`config.mk`:
```
export PLATFORM = sky130hd
export DESIGN_NAME = control_sequencer_flat
export DESIGN_NICKNAME = d
export VERILOG_FILES = /design/src/rtl/control_sequencer_if.sv /design/src/rtl/control_sequencer.sv /design/src/flat_wrapper.sv
export SDC_FILE = /design/constraint.sdc
export NUM_CORES = 1
export LEC_CHECK = 0
export CORE_ASPECT_RATIO = 1.75
export CORE_MARGIN = 2
export CORE_UTILIZATION = 39
export DETAILED_ROUTE_END_ITERATION = 8
export PLACE_DENSITY = 0.75
export SLEW_MARGIN = 25
export SYNTH_ARGS = -nofsm -noshare
export SYNTH_HDL_FRONTEND = slang
export SYNTH_SLANG_ARGS = --single-unit
```
`constraint.sdc`:
```
create_clock -name clk -period 1.53 [get_ports clk]
set_input_delay 0.306 -clock clk [delete_from_list [all_inputs] [get_ports clk]]
set_output_delay 0.306 -clock clk [all_outputs]
set_load 0.03 [all_outputs]
```
`src/rtl/control_sequencer_if.sv`:
```
// Opcode package and control bus shared by the sequencer and the ALU.
package control_seq_pkg;
  typedef enum logic [4:0] {
    OP_NOP  = 5'h00,
    OP_ADD  = 5'h01,
    OP_SUB  = 5'h02,
    OP_AND  = 5'h03,
    OP_OR   = 5'h04,
    OP_XOR  = 5'h05,
    OP_NOT  = 5'h06,
    OP_SHL  = 5'h07,
    OP_SHR  = 5'h08,
    OP_HALT = 5'h1F
  } opcode_e;
endpackage

interface control_bus_if #(
  parameter int OPCODE_W = 5
);
  logic [OPCODE_W-1:0] OPCODE;
  modport ctrl (output OPCODE);
  modport alu  (input  OPCODE);
endinterface

```
`src/rtl/control_sequencer.sv`:
```
// Fetch/decode/execute/writeback sequencer driving control_bus_if.
// CONTROL_SEQ_ILLEGAL_TRAP_EN: undefined opcodes set sticky illegal and halt.
module control_sequencer
  import control_seq_pkg::*;
#(
  parameter int WORD_SIZE  = 19,
  parameter int OPCODE_W   = 5,
  parameter int REG_ADDR_W = 4,
  parameter logic [WORD_SIZE-1:0] RESET_PC = '0
) (
  input  logic                  clk,
  input  logic                  rst_n,
  input  logic                  start,
  output logic                  instr_req,
  output logic [WORD_SIZE-1:0]  instr_addr,
  input  logic                  instr_valid,
  input  logic [WORD_SIZE-1:0]  instr_data,
  control_bus_if.ctrl           ctrl_bus,
  output logic [REG_ADDR_W-1:0] rs1_addr,
  output logic [REG_ADDR_W-1:0] rs2_addr,
  output logic [REG_ADDR_W-1:0] rd_addr,
  output logic                  alu_en,
  output logic                  reg_we,
  output logic                  busy,
  output logic                  halted,
  output logic                  illegal
);

  localparam int OP_LSB  = WORD_SIZE - OPCODE_W;
  localparam int RD_LSB  = OP_LSB - REG_ADDR_W;
  localparam int RS1_LSB = RD_LSB - REG_ADDR_W;
  localparam int RS2_LSB = RS1_LSB - REG_ADDR_W;

  typedef enum logic [2:0] {
    S_IDLE,
    S_FETCH,
    S_DECODE,
    S_EXEC,
    S_WB,
    S_HALT
  } state_e;

  state_e               state_q, state_d;
  logic [WORD_SIZE-1:0] pc_q, pc_d;
  logic [WORD_SIZE-1:0] ir_q, ir_d;
  logic [OPCODE_W-1:0]  opc;
  logic                 op_wr;
  logic                 unused_ir;

  // IR loads on accept, so fields hold from DECODE to the next accept
  assign opc       = ir_q[OP_LSB +: OPCODE_W];
  assign rd_addr   = ir_q[RD_LSB +: REG_ADDR_W];
  assign rs1_addr  = ir_q[RS1_LSB +: REG_ADDR_W];
  assign rs2_addr  = ir_q[RS2_LSB +: REG_ADDR_W];
  assign unused_ir = ^ir_q[RS2_LSB-1:0];

  assign ctrl_bus.OPCODE = opc;

  always_comb begin
    op_wr = 1'b0;
    unique case (opc)
      OP_ADD, OP_SUB, OP_AND, OP_OR,
      OP_XOR, OP_NOT, OP_SHL, OP_SHR: op_wr = 1'b1;
      default:                        op_wr = 1'b0;
    endcase
  end

`ifdef CONTROL_SEQ_ILLEGAL_TRAP_EN
  logic illegal_q, illegal_d;
  logic op_known;

  assign op_known = op_wr | (opc == OP_NOP) | (opc == OP_HALT);
  assign illegal  = illegal_q;

  always_ff @(posedge clk or negedge rst_n) begin
    if (!rst_n) illegal_q <= 1'b0;
    else        illegal_q <= illegal_d;
  end
`else
  assign illegal = 1'b0;
`endif

  always_comb begin
    state_d = state_q;
    pc_d    = pc_q;
    ir_d    = ir_q;
`ifdef CONTROL_SEQ_ILLEGAL_TRAP_EN
    illegal_d = illegal_q;
`endif
    unique case (state_q)
      S_IDLE: begin
        if (start) state_d = S_FETCH;
      end
      S_FETCH: begin
        if (instr_valid) begin
          ir_d    = instr_data;
          pc_d    = pc_q + WORD_SIZE'(1);
          state_d = S_DECODE;
        end
      end
      S_DECODE: begin
        if (opc == OP_HALT) state_d = S_HALT;
`ifdef CONTROL_SEQ_ILLEGAL_TRAP_EN
        else if (!op_known) begin
          illegal_d = 1'b1;
          state_d   = S_HALT;
        end
`endif
        else state_d = S_EXEC;
      end
      S_EXEC:  state_d = S_WB;
      S_WB:    state_d = S_FETCH;
      S_HALT:  state_d = S_HALT;
      default: state_d = S_IDLE;
    endcase
  end

  always_ff @(posedge clk or negedge rst_n) begin
    if (!rst_n) begin
      state_q <= S_IDLE;
      pc_q    <= RESET_PC;
      ir_q    <= '0;
    end else begin
      state_q <= state_d;
      pc_q    <= pc_d;
      ir_q    <= ir_d;
    end
  end

  assign instr_req  = (state_q == S_FETCH);
  assign instr_addr = pc_q;
  assign alu_en     = (state_q == S_EXEC);
  assign reg_we     = (state_q == S_WB) && op_wr;
  assign halted     = (state_q == S_HALT);
  assign busy       = (state_q != S_IDLE) && (state_q != S_HALT);

endmodule

```
`src/flat_wrapper.sv`:
```
// flat-port wrapper written by rule: the top's interface ports become plain ports
module control_sequencer_flat import control_seq_pkg::*;
#(
  parameter int WORD_SIZE  = 19,
  parameter int OPCODE_W   = 5,
  parameter int REG_ADDR_W = 4,
  parameter logic [WORD_SIZE-1:0] RESET_PC = '0
)
  (clk, rst_n, start, instr_req, instr_addr, instr_valid, instr_data, rs1_addr, rs2_addr, rd_addr, alu_en, reg_we, busy, halted, illegal, ctrl_bus_OPCODE);
  control_bus_if #(.OPCODE_W(OPCODE_W)) ctrl_bus_i ();
  input  logic clk;
  input  logic rst_n;
  input  logic start;
  output logic instr_req;
  output logic [WORD_SIZE-1:0] instr_addr;
  input  logic instr_valid;
  input  logic [WORD_SIZE-1:0] instr_data;
  output logic [REG_ADDR_W-1:0] rs1_addr;
  output logic [REG_ADDR_W-1:0] rs2_addr;
  output logic [REG_ADDR_W-1:0] rd_addr;
  output logic alu_en;
  output logic reg_we;
  output logic busy;
  output logic halted;
  output logic illegal;
  output wire logic [$bits(ctrl_bus_i.OPCODE)-1:0] ctrl_bus_OPCODE;
  assign ctrl_bus_OPCODE = ctrl_bus_i.OPCODE;
  control_sequencer #(.WORD_SIZE(WORD_SIZE), .OPCODE_W(OPCODE_W), .REG_ADDR_W(REG_ADDR_W), .RESET_PC(RESET_PC)) u_core (.clk(clk), .rst_n(rst_n), .start(start), .instr_req(instr_req), .instr_addr(instr_addr), .instr_valid(instr_valid), .instr_data(instr_data), .ctrl_bus(ctrl_bus_i), .rs1_addr(rs1_addr), .rs2_addr(rs2_addr), .rd_addr(rd_addr), .alu_en(alu_en), .reg_we(reg_we), .busy(busy), .halted(halted), .illegal(illegal));
endmodule
```
# [Yosys cells after proc, flatten, opt, wreduce, memory -nomap -nowiden]
# Memory sizes are Yosys's and may differ from the RTL's.
# Index checks and enable logic that the tools add are counted.
[word_totals] reg_bits=41 latchBits=0 ramBits=0 romBits=16 input_bits=23 output_inout_bits=42 word_cells=25 memories=1
[op_classes] addsub=1 n_mul=0 div_mod_pow=0 magnitude_cmp=0 n_eq_ne=9 shift=0 mux=5 bitwise=0 reduce_logical=6
[mem_list] memory="(no name shown)" words=16 word_bits=1 read_ports=1 rd_ports_with_merged_regs=0 write_ports=0 line="control_sequencer.sv:61" source="unique case (opc)"
[ops] cell="$add A19 B1 Y19 const B" n=1
[ops] cell="$pmux W3 S6" n=1
[ops] cell="$mux W3" n=3
[ops] cell="$eq A3 B2 Y1 const B" n=2
[ops] cell="$eq A3 B3 Y1 const B" n=2
[ops] cell="$eq A5 B5 Y1 const B" n=1
[ops] cell="$reduce_and A2 Y1" n=2
[ops] cell="$eq A3 B1 Y1 const B" n=1
[ops] cell="$logic_not A3 Y1" n=1
[ops] cell="$ne A3 B3 Y1 const B" n=1
[ops] cell="$reduce_bool A3 Y1" n=1
[ops] cell="$logic_and A1 B1 Y1" n=2
[ops] cell="$ne A2 B1 Y1 const B" n=1
[ops] cell="$ne A2 B2 Y1 const B" n=1
[ops] cell="$mux W1" n=1

# [Longest topological paths before layout]
# Gate-level depths: netlist of run 1.
[logic_depth] word_depth=3 mapped_depth=6 depth_no_buf=5

# [Worst setup path before layout of run 1]
# Ideal clock, no wire load.
[synth_path] path_kind="reg-to-output" from="register u_core.state_q[1]" to="output halted" arrival_time_ps=1338 required_time_ps=1224 setup_slack_ps=-114 path_stages_with_launch=3 n_path_buf=1 cell_sequence="dfrtp_1 clkbuf_1 nor3b_1"
[synth_via] elab_chain_len=1
[synth_rtl] element="start, declared" line="control_sequencer.sv:43" source="state_e state_q, state_d;"
[synth_rtl] element="start signal, assigned" line="control_sequencer.sv:124" source="state_q <= state_d;"
[synth_rtl] element="$eq A3 B3 Y1" line="control_sequencer.sv:134" source="assign halted = (state_q == S_HALT);"
[synth_rtl] element="end, declared" line="flat_wrapper.sv:24" source="output logic halted;"
# No other way between the ends.

# [Final worst setup path of run 1]
[layout_path] from="register u_core.ir_q[16]" to="output reg_we"
[layout_via] elab_chain_len=3
[layout_rtl] element="start, declared" line="control_sequencer.sv:45" source="logic [WORD_SIZE-1:0] ir_q, ir_d;"
[layout_rtl] element="start signal, assigned" line="control_sequencer.sv:126" source="ir_q <= ir_d;"
[layout_rtl] element="$mem_v2 Z16 W1"
[layout_rtl] element="$mux W1" line="control_sequencer.sv:61"
[layout_rtl] element="$logic_and A1 B1 Y1" line="control_sequencer.sv:133" source="assign reg_we = (state_q == S_WB) && op_wr;"
[layout_rtl] element="end, declared" line="flat_wrapper.sv:22" source="output logic reg_we;"
# No other way between the ends.

==> impl_metrics.yaml, run 1 <==
critical_path:
  start_kind: "flip-flop"
  r2r_cells: 4
  critPathCapture: "reg_we"
  cp.arrival_ns: 1.37
  worstPathMaxFanout: 2
  endpoint_kind: "primary output"
  required_ns: 1.22
  setup.worst_path.start: "u_core.ir_q[16]"
  r2r-end: "u_core.ir_q[4]"
  r2r-start: "u_core.state_q[1]"
  rrSetupSlack_ns: -0.06
  path_class: "flip-flop to primary output"
global_route:
  track_usage_pct: 17.9
  grt_pass1_vias: 1485
  use_met3_pct: 3.91
  grt.busiest_layer: "met2"
  antenna_found_initial: 0
  use_met2_pct: 31.4
  grt_pass1_wl_mm: 6.64
  grt_start_max_net_pins: 40
  grt_overflow: 0
  use_met1_pct: 19.9
sta:
  setup_slack_ns: -0.142
  fin_tns_setup_ns: -0.911
  fin_skew_ns: 0.00484
  rsz0062_at_grt: "yes"
  finalMaxSlewViolations: 0
  finalCritPeriodShare_pct: 109
  fmax_ghz: 0.598
  period_needed_ns: 1.67
  hold_violations: 0
  setup_viol: 19
die:
  dieArea_mm2: 0.00502
  die_w_um: 54.4
  start_util_pct: 40.1
  core_area_mm2: 0.00432
  die_h_um: 92.2
  num_io_pins: 65
  num_rows: 32
clocking:
  cts_tree: "yes"
  cts.sinks: 39
  clk_path_buf_depth: 2
  htreeDepth: 2
  numCtsBuffers: 5
  root_buffer: "clkbuf_8"
  worst_skew_pair.late_latency_ns: 0.29
  cts.clk_slew.worst_paths_ns: 0.08
place:
  io_buffers: 61
  pre_cts_ws_ns: -0.319
  dp_cells: 275
  placed_area_mm2: 0.00252
  post-dp-hpwl_mm: 2.91
  gp_congestion: 0.804
cells_and_area:
  utilization_pct: 67.4
  nNetsFinal: 270
  antenna_cells: 0
  n_fill_cell: 340
  design_area_mm2: 0.00292
  layout_common_cells: "dlygate4sd2_1 (36), dfrtp_1 (35), nand2_1 (26)"
  fin_cells: 298
  final_common_cell: "dlygate4sd2_1"
  drive_above_1_share_pct: 31.2
  syn2layout_area_growth_pct: 68.1
route:
  route.detailed.drc: 0
  ant_nets: 0
  firstDrtPassIters: 4
  routedWlPerCell_um: 15.1
  via_per_inst: 4.96
  vias: 1478
  drt_iter0_drc: 23
  drt-total-wl_mm: 4.50
pwr:
  ir_drop_mv: 1.48
  pwr-share-seq_pct: 27.6
  power.switching_mw: 2.30
  p_int_mw: 3.61
  powerDensity_mw_per_mm2: 2030
  leakagePower_nw: 1.42
  pwr-share-clk_pct: 17.1
  power_frac_comb_pct: 55.3
  swShare_pct: 38.9
synth:
  yosys_warnings: 0
  synth_area_leaders: "dfrtp_1 (56%), xnor2_1 (9.1%), mux2_2 (7.8%)"
  netlist_instances: 152
  synthFlopType: "dfrtp_1"
  ys_types: 30
  ys_seq_area_share_pct: 56.3
  synth_nets: 176
  synth_edf_count: 0
  yosys.area.top_type: "dfrtp_1"
  synth_area_mm2: 0.00173
  synth.ff_latch_count: 39
  avgSynthCellArea_um2: 11.4
  async_flop_share_pct: 100
  synth_top_area_share_pct: 56.3
run:
  drv_cap: 0
status:
  status: "finished with violations"
  failed_checks: "setup timing"
worst_hold_path:
  min-delay-path-class: "flip-flop to flip-flop"
state kept, by name, indices dropped and copies added, names as in the netlist:
signal,flops
u_core.instr_addr,19
u_core.ir_q,17
u_core.state_q,3
cells by family after synthesis:
| family | Yosys count | synth area share [%] |
|---|---|---|
| other cells | 1 | 0.216 |
| fa+ha+maj | 1 | 0.721 |
| simple gates | 65 | 20.1 |
| mux | 12 | 7.79 |
| compound gates | 6 | 2.09 |
| xor+xnor | 19 | 9.60 |
| flops | 39 | 56.3 |
| buf+inv | 9 | 3.17 |
power by group through the flow:
stage	registers [mW]	logic [mW]	clock network, mW
finish	1.63	3.27	1.01
detailed placement	1.64	2.71	0
floorplan	2.23	0.978	0
global route	1.68	3.47	1.07
CTS	1.62	2.68	1.03
global placement	1.63	2.68	0
synth_stat cells (all sizes together) (2+ instances only):
cell type  number
a21oi           3
and3            7
mux2           12
nor3            3
nand4           6
buf             6
nor2            6
dfrtp          39
nand2          26
and4            3
inv             2
nand3           7
xnor2          18
per-layer routing:
metal  vias to the layer above  wire [um]
met5                         -          0
met4                         0         90
met3                        10        151
met2                        36       2580
met1                       727       1680
li1                        705          -
through the flow:
stage                     power (mW)  hold slack [ns]
final                           5.91            0.487
after global routing            6.21            0.503
after CTS                       5.33            0.492
after detailed placement        4.35            0.293
after global placement          4.31            0.291
after floorplan                 3.21           0.0104
worst max-delay path: stages, from the launching register on:
cell and delay [ns]:
dfrtp_1 0.40, nor3_2 0.19, xnor2_1 0.14, and4_4 0.22, buf_6 0.12
repair_timing:
action | in CTS | in global routing
endpoints found under the setup margin | 55 | 36
pin swaps | 4 | 15
endpoints found under the hold margin | 39 | 0
resized for setup | 50 | 37
gates cloned | 0 | 1
hold buffers | 1 | 0
buffers inserted | 4 | 10
layout make-up:
cell class	count	area, um2	area share [%]
Sequential cell	39	981	33.6
Multi-Input combinational cell	104	836	28.7
Tap cell	51	63.8	2.19
Clock inverter	2	60.1	2.06
Timing Repair Buffer	94	887	30.4
Clock buffer	6	72.6	2.49
Inverter	2	15.0	0.515
how the worst min path moves through the flow:
stage | endpoint | cells past startpoint | slack (ns) | from
2_1_floorplan | u_core.instr_addr[0] | 0 | 0.01 | rst_n
3_3_place_gp | u_core.ir_q[7] | 2 | 0.29 | rst_n
3_5_place_dp | u_core.instr_addr[14] | 2 | 0.29 | rst_n
4_1_cts | u_core.instr_addr[18] | 1 | 0.49 | u_core.instr_addr[18]
5_1_grt | u_core.instr_addr[18] | 1 | 0.50 | u_core.instr_addr[18]
6_report | u_core.instr_addr[18] | 1 | 0.49 | u_core.instr_addr[18]
Note: power is estimated with default switching activity, not from simulation.
==> inputs of run 2 (changes only) <==
--- a/config.mk
+++ b/config.mk
@@ -5,11 +5,12 @@
 export SDC_FILE = /design/constraint.sdc
 export NUM_CORES = 1
 export LEC_CHECK = 0
-export CORE_ASPECT_RATIO = 1.75
+export CORE_ASPECT_RATIO = 0.5
 export CORE_MARGIN = 2
 export CORE_UTILIZATION = 39
 export DETAILED_ROUTE_END_ITERATION = 8
 export PLACE_DENSITY = 0.75
+export SETUP_SLACK_MARGIN = 0.15
 export SLEW_MARGIN = 25
 export SYNTH_ARGS = -nofsm -noshare
 export SYNTH_HDL_FRONTEND = slang
==> run 2 against run 1 <==
  * The run still ends with setup timing left
  * Combinational power up 11%
  * Die area up 0.23%
  * Sequential share of layout area down 1.8 points
  * Via count up 2.6%
  * Total power up 4.5%
  * Clock-buffer cell count unchanged
  * Largest cell class unchanged
  * Largest power group unchanged
==> impl_metrics.yaml, run 2 (synthesis results as in run 1) <==
pwr:
  leakagePower_nw: 1.45
  powerDensity_mw_per_mm2: 1990
  ir_drop_mv: 0.878
route:
  ant_nets: 0
  via_per_inst: 4.94
  drt_iter0_drc: 39
  drt-total-wl_mm: 5.00
  route.detailed.drc: 0
  firstDrtPassIters: 4
  routedWlPerCell_um: 16.3
  vias: 1517
die:
  num_io_pins: 65
  die_w_um: 98.3
  core_area_mm2: 0.00434
  dieArea_mm2: 0.00503
  num_rows: 17
  start_util_pct: 40.0
  die_h_um: 51.2
status:
  status: "finished with violations"
  failed_checks: "setup timing"
critical_path:
  worstPathMaxFanout: 2
  path_class: "flip-flop to primary output"
  cp.arrival_ns: 1.44
  start_kind: "flip-flop"
  endpoint_kind: "primary output"
  required_ns: 1.22
cells_and_area:
  largest_register_ffs: 19
  drive_above_1_share_pct: 50.8
  n_fill_cell: 284
  layout_common_cells: "dfrtp_1 (27), buf_6 (21), clkdlybuf4s50_1 (19)"
  multiInputGateArea_um2: 972
  nNetsFinal: 273
  design_area_mm2: 0.00311
  syn2layout_area_growth_pct: 79.4
  regArea_um2: 991
  antenna_cells: 0
  final_common_cell: "dfrtp_1"
sta:
  fin_tns_setup_ns: -1.27
  fmax_ghz: 0.573
  whs_ns: 0.487
  finalCritPeriodShare_pct: 114
  fin_skew_ns: 0.0143
  setup_slack_ns: -0.214
  finalMaxSlewViolations: 0
  period_needed_ns: 1.74
  hold_violations: 0
  rsz0062_at_grt: "yes"
  setup_viol: 26
clocking:
  worst_skew_pair.late_latency_ns: 0.30
  htreeDepth: 2
  cts_tree: "yes"
  cts.sinks: 39
  cts.clk_slew.worst_paths_ns: 0.09
  numCtsBuffers: 5
  clk_path_buf_depth: 2
  root_buffer: "clkbuf_8"
run:
  drv_cap: 0
place:
  gp_congestion: 0.783
  post-dp-hpwl_mm: 2.96
  pre_cts_ws_ns: -0.270
  placed_area_mm2: 0.00259
  io_buffers: 61
global_route:
  grt_pass1_wl_mm: 7.63
  grt_overflow: 0
  antenna_found_initial: 0
  grt_pass1_vias: 1563
  grt_start_max_net_pins: 20
  track_usage_pct: 19.5
worst_hold_path:
  min-delay-path-class: "primary input to asynchronous set/reset pin"
[run 2: changes by cell type in the layout (fill, tap and decap cells not counted), moves of 8 or more]
cell / delta
nand2_1: -9
dfrtp_1: -8
buf_6: +8
clkdlybuf4s15_2: +11
dlygate4sd2_1: -30
dfrtp_2: +8
clkdlybuf4s15_1: +10
[run 2: layout make-up]
type / instances / share of cell area (%)
flip-flops and latches: 39 / 31.9
multi-input cells: 104 / 31.3
repair buffers: 97 / 30.7
clock buffers: 6 / 2.33
well taps: 57 / 2.29
clock inverters: 2 / 1.21
inverters: 2 / 0.322
[run 2: critical path, cell delays in order (launching register included)]
cell	delay [ns]
dfrtp_2	0.43
nor3_4	0.23
xnor2_2	0.14
and4_4	0.22
buf_6	0.13
[run 2: what timing repair did]
item	in CTS	in global routing
buffers inserted	10	6
resized for setup	100	68
setup endpoints to repair	71	57
cloned	1	1
hold buffers	1	0
hold endpoints to repair	17	0
pin swaps	35	20
[run 2: final timing paths]
kind	endpoint	depth (start not counted)	slack, ns	from
max	reg_we	4	-0.21	u_core.ir_q[15]
min	u_core.ir_q[12]	2	0.49	rst_n
max reg2reg	u_core.instr_addr[15]	7	-0.18	u_core.state_q[1]
min reg2reg	u_core.instr_addr[14]	1	0.49	u_core.instr_addr[14]
max in group asynchronous	u_core.instr_addr[2]	3	0.52	rst_n
min in group clk	u_core.instr_addr[14]	1	0.49	u_core.instr_addr[14]
[run 2: routing by layer]
layer  vias to the layer above  track usage [%]  share of wire (%)
met5                         -                0                  0
met4                         0             6.62                2.0
met3                         9             3.83                2.8
met2                        30             34.7                 51
met1                       771             24.1                 44
li1                        707                -                  -
[run 2: power by group]
part	internal [mW]	switching, mW
Clock	0.487	0.377
Combinational	1.80	1.82
Sequential	1.40	0.300
[run 2: stage by stage]
stage	instances	util [%]	total power [mW]
2_1_floorplan	152	-	3.46
3_3_place_gp	280	59.8	4.47
3_5_place_dp	280	59.8	4.54
4_1_cts	300	67.3	5.63
5_1_grt	307	71.7	6.48
6_report	307	71.7	6.18
==> inputs of run 3 (changes only) <==
--- a/config.mk
+++ b/config.mk
@@ -5,12 +5,14 @@
 export SDC_FILE = /design/constraint.sdc
 export NUM_CORES = 1
 export LEC_CHECK = 0
+export CAP_MARGIN = 20
 export CORE_ASPECT_RATIO = 0.5
 export CORE_MARGIN = 2
-export CORE_UTILIZATION = 39
+export CORE_UTILIZATION = 44
 export DETAILED_ROUTE_END_ITERATION = 8
-export PLACE_DENSITY = 0.75
+export PLACE_DENSITY = 0.8
 export SETUP_SLACK_MARGIN = 0.15
+export SKIP_LAST_GASP = 1
 export SLEW_MARGIN = 25
 export SYNTH_ARGS = -nofsm -noshare
 export SYNTH_HDL_FRONTEND = slang
==> constraint.sdc (replaced) <==
create_clock -name clk -period 1.84 [get_ports clk]
set_input_delay 0.368 -clock clk [delete_from_list [all_inputs] [get_ports clk]]
set_output_delay 0.368 -clock clk [all_outputs]
set_load 0.03 [all_outputs]
==> run 3 against run 2 <==
  * The run now ends clean
  * Sequential power is 18% lower
  * Critical path depth did not move
  * Worst setup slack improved by 0.35 ns
  * Clock power down 40%
  * Sequential share of layout area increased by 6.6 points
  * Routed wire length decreased by 25%
  * Largest cell class unchanged
  * Largest power group unchanged
  * Highest routed layer unchanged
==> impl_metrics.yaml, run 3 (synthesis results as in run 1) <==
status:
  status: "complete, no violations"
clocking:
  cts.clk_slew.worst_paths_ns: 0.07
  htreeDepth: 2
  cts.sinks: 39
  clk_path_buf_depth: 2
  ctsHoldBuffers: 0
  numCtsBuffers: 5
  root_buffer: "clkbuf_8"
  worst_skew_pair.late_latency_ns: 0.28
  cts_tree: "yes"
sta:
  period_needed_ns: 1.71
  fin_skew_ns: 0.00313
  setup_slack_ns: 0.132
  hold_violations: 0
  rsz0062_at_grt: "yes"
  fin_tns_setup_ns: 0
  fmax_ghz: 0.586
  finalCritPeriodShare_pct: 92.8
  finalMaxSlewViolations: 0
  setup_viol: 0
die:
  dieArea_mm2: 0.00449
  start_util_pct: 45.1
  die_h_um: 48.4
  die_w_um: 92.8
  core_area_mm2: 0.00384
  num_io_pins: 65
  num_rows: 16
cells_and_area:
  nNetsFinal: 248
  drive_above_1_share_pct: 18.8
  fin_cells: 277
  layout_common_cells: "dfrtp_1 (37), nand2_1 (26), dlygate4sd2_1 (24)"
  design_area_mm2: 0.00255
  antenna_cells: 0
  largest_register_ffs: 19
  final_common_cell: "dfrtp_1"
  syn2layout_area_growth_pct: 46.8
critical_path:
  worstPathMaxFanout: 3
  slowest_stage: "dfrtp_1"
  required_ns: 1.47
  cp.arrival_ns: 1.34
  path_class: "flip-flop to primary output"
  start_kind: "flip-flop"
  rrSetupSlack_ns: 0.21
  worstPathCellList: "nor3_2 > xnor2_1 > and4_1 > buf_6"
  endpoint_kind: "primary output"
  cp_slowest_stage_delay_ns: 0.40
pwr:
  powerDensity_mw_per_mm2: 1560
  leakagePower_nw: 1.30
  ir_drop_mv: 0.603
route:
  route.detailed.drc: 0
  routedWlPerCell_um: 13.5
  vias: 1364
  ant_nets: 0
  drt-total-wl_mm: 3.74
  firstDrtPassIters: 4
  via_per_inst: 4.92
  drt_iter0_drc: 31
global_route:
  grt_start_max_net_pins: 40
  grt_pass1_vias: 1410
  grt_overflow: 0
  track_usage_pct: 18.1
  grt_pass1_wl_mm: 6.44
  antenna_found_initial: 0
worst_hold_path:
  min-delay-path-class: "primary input to asynchronous set/reset pin"
place:
  gp_congestion: 0.787
  dp_cells: 268
  placed_area_mm2: 0.00243
  pre_cts_ws_ns: -0.150
  io_buffers: 61
  post-dp-hpwl_mm: 2.72
run:
  drv_cap: 0
run 3: worst paths after layout:
check,start,end,cells past startpoint
min in group clk,u_core.instr_addr[18],u_core.instr_addr[18],1
max in group asynchronous,rst_n,u_core.state_q[2],2
worst min register to register,u_core.instr_addr[18],u_core.instr_addr[18],1
worst max-delay path,u_core.ir_q[14],reg_we,4
worst min-delay path,rst_n,u_core.instr_addr[16],2
worst max register to register,u_core.state_q[2],u_core.ir_q[13],4
run 3: worst max-delay path, delay by kind of cell, from the launching register on:
kind,cells,cell delay (ns)
XOR/XNOR,1,0.12
buffers and inverters,1,0.13
flip-flops,1,0.40
AND/OR/NAND/NOR,2,0.41
run 3: cell type report:
type / count / area, um2
inverter: 2 / 7.51
fill: 308 / 1300
multi-input combinational: 104 / 732
sequential: 39 / 978
timing repair buffer: 72 / 688
clock buffer: 6 / 72.6
tap: 54 / 67.6
run 3: what timing repair did:
action / CTS / global route
resized for setup: 49 / 18
setup endpoints to repair: 39 / 18
setup buffers: 1 / 2
pin swaps: 4 / 1
run 3: routing by layer:
| metal | vias to the layer above | global-route usage [%] | wire length, um |
|---|---|---|---|
| met3 | 2 | 4.21 | 130 |
| met5 | - | 0 | 0 |
| met2 | 32 | 34.1 | 2020 |
| met4 | 0 | 4.41 | 27 |
| met1 | 665 | 20.9 | 1570 |
| li1 | 665 | - | - |
run 3: report_power, final:
group          internal, mW  switching [mW]
clock network         0.252           0.262
registers              1.15           0.251
logic                 0.918            1.15
run 3: per-stage QoR:
| step | utilization [%] | hold WS (ns) | power, mW |
|---|---|---|---|
| 2_1_floorplan | - | 0.0724 | 2.65 |
| 3_3_place_gp | 63.3 | 0.445 | 3.46 |
| 3_5_place_dp | 63.3 | 0.454 | 3.53 |
| 4_1_cts | 65.0 | 0.149 | 4.00 |
| 5_1_grt | 66.2 | 0.166 | 4.23 |
| 6_report | 66.2 | 0.130 | 3.98 |
